File: config.mk
export PLATFORM = sky130hd
export DESIGN_NAME = openfire_boot_loader
export DESIGN_NICKNAME = d
export VERILOG_FILES = /design/src/rtl/openfire_boot_loader.sv
export SDC_FILE = /design/constraint.sdc
export NUM_CORES = 1
export LEC_CHECK = 0
export BUFFER_PORTS_ARGS = -buffer_cell sky130_fd_sc_hd__buf_2
export CAP_MARGIN = 30
export CORE_AREA = 5 5 158 160
export CTS_CLUSTER_DIAMETER = 40
export DETAILED_ROUTE_END_ITERATION = 12
export DIE_AREA = 0 0 163 165
export HOLD_SLACK_MARGIN = 0.08
export PLACE_DENSITY_LB_ADDON = 0.12
export SLEW_MARGIN = 20
export SYNTH_ARGS = -nofsm -noshare
export SYNTH_HDL_FRONTEND = slang
export SYNTH_SLANG_ARGS = --single-unit
File: constraint.sdc
create_clock -name clock -period 4.6 [get_ports clock]
set_input_delay 0.92 -clock clock [delete_from_list [all_inputs] [get_ports clock]]
set_output_delay 0.92 -clock clock [all_outputs]
set_load 0.02 [all_outputs]
File: src/rtl/openfire_boot_loader.sv
// Boot loader for the openFIRE data-memory port: streams an image into memory,
// reads it back, compares checksums, and releases the CPU reset only on a match.
module openfire_boot_loader #(
    parameter logic [31:0] BASE_ADDR = 32'h0000_0000,
    parameter int          MAX_WORDS = 4096,
    parameter int          TIMEOUT   = 255
) (
    input  logic        clock,
    input  logic        reset,
    input  logic        start,
    input  logic [31:0] in_data,
    input  logic        in_valid,
    output logic        in_ready,
    output logic [31:0] dmem_addr,
    output logic [31:0] dmem_data_out,
    input  logic [31:0] dmem_data_in,
    output logic        dmem_we,
    output logic        dmem_re,
    output logic [1:0]  dmem_input_sel,
    input  logic        dmem_done,
    output logic        cpu_reset,
    output logic        boot_done,
    output logic        boot_error,
    output logic [15:0] words_loaded
);

    localparam int IW = $clog2(MAX_WORDS + 1);
    localparam int TW = (TIMEOUT < 1) ? 1 : $clog2(TIMEOUT + 1);
    localparam logic [TW-1:0] TMAX = TW'(TIMEOUT);

    typedef enum logic [3:0] {
        S_IDLE, S_LEN, S_WR_DATA, S_WR_REQ, S_WR_GAP,
        S_RD_REQ, S_RD_GAP, S_CHECK, S_DONE, S_ERROR
    } state_t;

    state_t         state_reg;
    logic [IW-1:0]  index_reg;
    logic [IW-1:0]  len_reg;
    logic [31:0]    wsum_reg;
    logic [31:0]    rsum_reg;
    logic [TW-1:0]  tcnt_reg;

    logic           timed_state;
    logic           progress;
    logic [IW-1:0]  index_inc;

    function automatic logic [31:0] addr_of(input logic [IW-1:0] idx);
        return BASE_ADDR + (32'(idx) << 2);
    endfunction

    assign in_ready       = (state_reg == S_LEN) || (state_reg == S_WR_DATA);
    assign dmem_input_sel = 2'b00;
    assign index_inc      = index_reg + IW'(1);

    // Request states advance on done high, gap states on done low.
    always_comb begin
        timed_state = 1'b0;
        progress    = 1'b0;
        case (state_reg)
            S_WR_REQ, S_RD_REQ: begin timed_state = 1'b1; progress = dmem_done;  end
            S_WR_GAP, S_RD_GAP: begin timed_state = 1'b1; progress = !dmem_done; end
            default: ;
        endcase
    end

    always_ff @(posedge clock or negedge reset) begin
        if (!reset) begin
            state_reg     <= S_IDLE;
            index_reg     <= '0;
            len_reg       <= '0;
            wsum_reg      <= '0;
            rsum_reg      <= '0;
            tcnt_reg      <= '0;
            dmem_addr     <= '0;
            dmem_data_out <= '0;
            dmem_we       <= 1'b0;
            dmem_re       <= 1'b0;
            cpu_reset     <= 1'b1;
            boot_done     <= 1'b0;
            boot_error    <= 1'b0;
            words_loaded  <= '0;
        end else if (timed_state && !progress && tcnt_reg == TMAX) begin
            state_reg  <= S_ERROR;
            tcnt_reg   <= '0;
            dmem_we    <= 1'b0;
            dmem_re    <= 1'b0;
            boot_error <= 1'b1;
            cpu_reset  <= 1'b1;
        end else begin
            case (state_reg)
                S_IDLE, S_DONE, S_ERROR: begin
                    if (start) begin
                        index_reg    <= '0;
                        wsum_reg     <= '0;
                        rsum_reg     <= '0;
                        words_loaded <= '0;
                        cpu_reset    <= 1'b1;
                        boot_done    <= 1'b0;
                        boot_error   <= 1'b0;
                        state_reg    <= S_LEN;
                    end
                end
                S_LEN: begin
                    if (in_valid) begin
                        if (in_data > 32'(MAX_WORDS)) begin
                            boot_error <= 1'b1;
                            state_reg  <= S_ERROR;
                        end else if (in_data == 32'd0) begin
                            boot_done <= 1'b1;
                            cpu_reset <= 1'b0;
                            state_reg <= S_DONE;
                        end else begin
                            len_reg   <= in_data[IW-1:0];
                            state_reg <= S_WR_DATA;
                        end
                    end
                end
                S_WR_DATA: begin
                    if (in_valid) begin
                        dmem_data_out <= in_data;
                        wsum_reg      <= wsum_reg + in_data;
                        dmem_addr     <= addr_of(index_reg);
                        dmem_we       <= 1'b1;
                        tcnt_reg      <= '0;
                        state_reg     <= S_WR_REQ;
                    end
                end
                S_WR_REQ: begin
                    if (progress) begin
                        dmem_we      <= 1'b0;
                        words_loaded <= words_loaded + 16'd1;
                        tcnt_reg     <= '0;
                        state_reg    <= S_WR_GAP;
                    end else begin
                        tcnt_reg <= tcnt_reg + TW'(1);
                    end
                end
                S_WR_GAP: begin
                    if (progress) begin
                        tcnt_reg <= '0;
                        if (index_inc == len_reg) begin
                            index_reg <= '0;
                            dmem_addr <= addr_of('0);
                            dmem_re   <= 1'b1;
                            state_reg <= S_RD_REQ;
                        end else begin
                            index_reg <= index_inc;
                            state_reg <= S_WR_DATA;
                        end
                    end else begin
                        tcnt_reg <= tcnt_reg + TW'(1);
                    end
                end
                S_RD_REQ: begin
                    if (progress) begin
                        rsum_reg  <= rsum_reg + dmem_data_in;
                        dmem_re   <= 1'b0;
                        tcnt_reg  <= '0;
                        state_reg <= S_RD_GAP;
                    end else begin
                        tcnt_reg <= tcnt_reg + TW'(1);
                    end
                end
                S_RD_GAP: begin
                    if (progress) begin
                        tcnt_reg  <= '0;
                        index_reg <= index_inc;
                        if (index_inc == len_reg) begin
                            state_reg <= S_CHECK;
                        end else begin
                            dmem_addr <= addr_of(index_inc);
                            dmem_re   <= 1'b1;
                            state_reg <= S_RD_REQ;
                        end
                    end else begin
                        tcnt_reg <= tcnt_reg + TW'(1);
                    end
                end
                S_CHECK: begin
                    if (rsum_reg == wsum_reg) begin
                        boot_done <= 1'b1;
                        cpu_reset <= 1'b0;
                        state_reg <= S_DONE;
                    end else begin
                        boot_error <= 1'b1;
                        state_reg  <= S_ERROR;
                    end
                end
                default: state_reg <= S_IDLE;
            endcase
        end
    end

endmodule
### Word-level counts from Yosys, hierarchy flattened

Cells that the tools add are included.
W data, S select, Z words.

* flip-flop bits (word level): 187
* bits of input ports: 69
* logic and storage cells: 163

* add/subtract/negate cells: 5
* order comparisons: 1
* equal/unequal tests: 38
* multiplexer cells: 67
* bitwise gates (word level): 3
* reduce and logical (&&, ||, !) cells: 35

Operator list (count)
* $mux W32: 8
* $pmux W32 S2: 2
* $pmux W32 S3: 1
* $add A32 B32 Y32: 2
* $mux W13: 4
* $mux W4: 10
* $pmux W13 S3: 1
* $eq A32 B32 Y1: 1
* $gt A32 B13 Y1 const B: 1
* $logic_not A32 Y1: 1
* $mux W16: 2
* $pmux W16 S2: 1
* $pmux W4 S8: 1
* $ne A3 B3 Y1 const B: 10
* $mux W1: 25
* $mux W8: 3
* $ne A2 B2 Y1 const B: 11
* $reduce_and A7 Y1: 3
* $add A16 B1 Y16 const B: 1
* $eq A4 B3 Y1 const B: 4
* $pmux W8 S2: 1
* $reduce_and A5 Y1: 3
* $reduce_bool A3 Y1: 5
* $add A13 B1 Y13 const B: 1
* other kinds (27): 47

### Depth between registers and ports, before layout

* depth after elaboration: 8
* depth in mapped cells: 13

### Worst setup path after synthesis

OpenSTA, ideal clock, no wires.

* path type: in2reg
* from: input port dmem_data_in[0]
* to: register rsum_reg[24]
* data arrival time: 3.373 ns
* data required time: 4.478 ns
* path slack: 1.105 ns
* stages: 11
* cell sequence: ha_1 fa_1 a21o_1 a211oi_1 o31ai_2 nand4_1 nand3_1 a31o_1 a21o_1 a211o_1 a32o_1

* cells in the longest elaborated chain, start to end: 3

RTL lines
* start: declaration: line 16 `input logic [31:0] dmem_data_in,`
* $add A32 B32 Y32: line 156 `rsum_reg <= rsum_reg + dmem_data_in;`
* $mux W32: line 155 `if (progress) begin`
* $pmux W32 S2: line 90 `case (state_reg)`
* end signal: assignment: line 156
* end: declaration: line 40 `logic [31:0] rsum_reg;`

Every way passes these cells. The select of a mux whose other input is x is not followed.
A chain may end at the register's enable or synchronous reset.

### Worst setup path in the final report

* from: register index_reg[0]
* to: register dmem_addr[11]

* cells in the longest elaborated chain, start to end: 4
* elaborated cells between the ends (all ways): 8
* those cells by class: 1 x add/sub; 3 x eq/ne; 3 x mux; 1 x reduce/logical

RTL lines
* start: declaration: line 37 `logic [IW-1:0] index_reg;`
* start signal: assignment: line 147 `index_reg <= index_inc;`
* start signal: assignment: line 167 `index_reg <= index_inc;`
* $add A13 B1 Y13 (*): line 53 `assign index_inc = index_reg + IW'(1);`
* $eq A13 B13 Y1 or $mux W32 (tied branches): line 141, 168
* $ne A2 B2 Y1 (no source line) or $mux W32 (tied branches)
* $reduce_and A7 Y1 (no source line) or $pmux W32 S3 (tied branches)
* end signal: assignment: line 122 `dmem_addr <= addr_of(index_reg);`
* end signal: assignment: line 143 `dmem_addr <= addr_of('0);`
* end signal: assignment: line 171 `dmem_addr <= addr_of(index_inc);`
* end: declaration: line 14 `output logic [31:0] dmem_addr,`

Mark *: on every way between the ends. The rest lies on a longest branch, timed or not. The select of a mux whose other input is x is not followed.

==> impl_results.md <==
- CP Capture Type: register
- Vias: 10100
- Tot Pwr: 3.62 mW
- Router iterations before antenna repair: 5
- Syn Inst Count: 1339
- Cell Area, Synth: 0.0114 mm2
- Remaining DRCs: 0
- Top cells by area, synth: dfrtp_1 37%, nand2_1 7.7%, ha_1 7.1%
- Area grow syn2layout: 13.0%
- H-tree levels: 4
- Post-route cell area: 0.0129 mm2
- Syn avg cell area: 8.55 um2
- DRT Wirelength: 31500 um
- CTS tree: done
- CP startpoint kind: register
- Initial antenna violation count: 0
- IO buf count: 135
- Synth Register Bits: 168
- Final-layout fill cell count: 2263
- Worst Min Path Start: dmem_data_out[29]$_DFFE_PN0P_
- Worst clock skew: 16.5 ps
- First-pass GRT wire length: 51500 um
- Total core area: 0.0233 mm2
- Clock tree buffer depth: 2
- Max_slew headroom: 37.2%
- Max-cap violation count: 0
- Largest net degree at the start of global routing: 75
- Static leakage: 6.58 nW
- Worst path required time: 4960 ps
- Chip Width: 163 um
- FF/Latch Area: 0.00421 mm2
- Period utilization: 76.8%
- Number of global-route vias before repair: 9752
- TNS Setup: 0 ps
- Worst-path clk slew: 80 ps
- RSZ-0062 raised after global routing: false
- Post-CTS Hold Buffers: 0
- Antenna Nets Post-Route: 0
- Later-pin clock latency in the skew report: 430 ps
- Wire per inst: 17.7 um
- WS Path Type: reg -> reg
- Synth cell types: 86
- Worst Tran Pin Value: 940 ps
- Post-layout minimum cycle time: 3530 ps
- Synthesis Warnings: 0
- Synth top cells by count: 235 x nand2_1, 167 x dfrtp_1, 84 x o21ai_0
- Sink Count: 168
- Ant diodes: 0
- Root Buffer: clkbuf_16
- HP Class: reg -> reg
- Setup Buffers After CTS: 0
- Setup Viol. Count Final: 0
- Post-synthesis sequential area ratio: 36.7%
- Cell taking the most area after synthesis: dfrtp_1
- Prevailing post-synth register cell: dfrtp_1
- Starting Density: 49.2%
- Top cell type's share of synthesized area: 36.5%
- Post-CTS sizing: 0
- VDD IR max: 0.000201 V
- Hold WS: 472 ps
- Reg-to-reg startpoint: index_reg[0]$_DFFE_PN0P_
- Global-route usage over all layers: 23.8%
- Remaining Overflow, GRT: 0
- Placement-stage cell area: 0.0123 mm2
- Routability Congestion: 0.896
- Power Density: 279 mW/mm2
- Final Net Count: 1586
- Layout cells sized above 1: 15.1%
- Peak Freq: 0.283 GHz
- Die Y: 165 um
- Initial DRC count: 677
- Crit. Startpoint: index_reg[0]$_DFFE_PN0P_
- Hold Vio Cnt, Final: 0
- Die area: 0.0269 mm2
- Number of synthesized flops with an enable pin: 0
- # IOs: 157
- CP arrival: 3890 ps
- Footprint of the multi-input gates: 0.00683 mm2
- Ys async rst share: 100%
- Slew Limit Fails: 0
- Leading cell type by number of instances after synthesis: nand2_1
- Cell row count: 56
- Status: completed
- Cts bufs inserted: 17
- DP Wirelength: 23200 um
- Max FO, Critical Path: 17
- Vias per Instance: 5.66
## stage by stage
step	instances	setup WS [ps]	util [%]
after global routing	1782	788	55.6
after global placement	1750	781	53.0
final	1782	1070	55.6
after floorplan	1359	1110	-
after CTS	1782	1090	55.6
after detailed placement	1750	686	53.0
## path summary, 6_finish.rpt
check / end / depth (start not counted) / slack (ps)
max reg2reg: dmem_addr[11]$_DFFE_PN0P_ / 11 / 1070
min reg2reg: dmem_data_out[29]$_DFFE_PN0P_ / 2 / 470
max in group asynchronous: rsum_reg[10]$_DFFE_PN0P_ / 2 / 3040
min: dmem_data_out[29]$_DFFE_PN0P_ / 2 / 470
max: dmem_addr[11]$_DFFE_PN0P_ / 11 / 1070
min in group asynchronous: dmem_addr[6]$_DFFE_PN0P_ / 1 / 500
## worst max-delay path: stages, from the launching register on
cell and delay (ps):
dfrtp_1 610, ha_1 390, and4_1 420, and3_1 290
xnor3_1 150, a21boi_1 200, nand4_2 250, buf_4 290
xnor2_1 150, o21ai_1 490, nand2_1 110, o21ai_1 100
## final cells by class
class                           instances  share of cell area [%]
Tap cell                              319                    3.09
Inverter                               24                   0.696
Sequential cell                       168                    32.5
Clock buffer                           19                    3.42
Clock inverter                         13                    1.22
Multi-Input combinational cell       1087                    52.8
Timing Repair Buffer                  152                    6.26
## layer usage
metal  up-vias  track usage, %  share of wire (%)
li1       4990               -                  -
met1      4810            32.0                 44
met2       232            40.4                 49
met3        48            3.34                4.0
met4         0            6.90                2.4
met5         -               0                  0
## layout by cell type, fill, tap and decap left out, types with 6 or more instances in the layout
| cell type | instances |
|---|---|
| ha_1 | 65 |
| nand3_1 | 46 |
| clkbuf_16 | 17 |
| nor4_1 | 18 |
| o21ai_0 | 84 |
| nand2b_1 | 15 |
| a21oi_1 | 68 |
| buf_2 | 134 |
| nor2b_1 | 15 |
| a22oi_1 | 11 |
| nand2_1 | 234 |
| a211oi_1 | 13 |
| a21o_1 | 34 |
| o21ai_1 | 46 |
| xnor2_1 | 45 |
| nor2_1 | 77 |
| dfrtp_1 | 167 |
| o31ai_1 | 23 |
| o21a_1 | 9 |
| and3_1 | 12 |
| buf_4 | 17 |
| xor2_1 | 67 |
| conb_1 | 21 |
| nor3_1 | 22 |
| o21bai_1 | 6 |
| inv_6 | 6 |
| nand4_1 | 24 |
| o211ai_1 | 7 |
| mux2_2 | 13 |
| and4_1 | 7 |
| inv_1 | 24 |
| or3_1 | 6 |
## cells by family after synthesis
logic type,count (synthesis),synth area share [%]
flops,168,36.7
simple gates,504,20.4
mux,15,1.46
xor+xnor,113,8.77
buf+inv,104,4.33
other cells,1,0.0328
fa+ha+maj,67,7.45
compound gates,367,20.8
## power by group
part,internal (mW),switching (mW)
sequential,1.50,0.0355
combinational,0.166,0.407
clock,0.834,0.671
(Power assumes the default switching activity.)
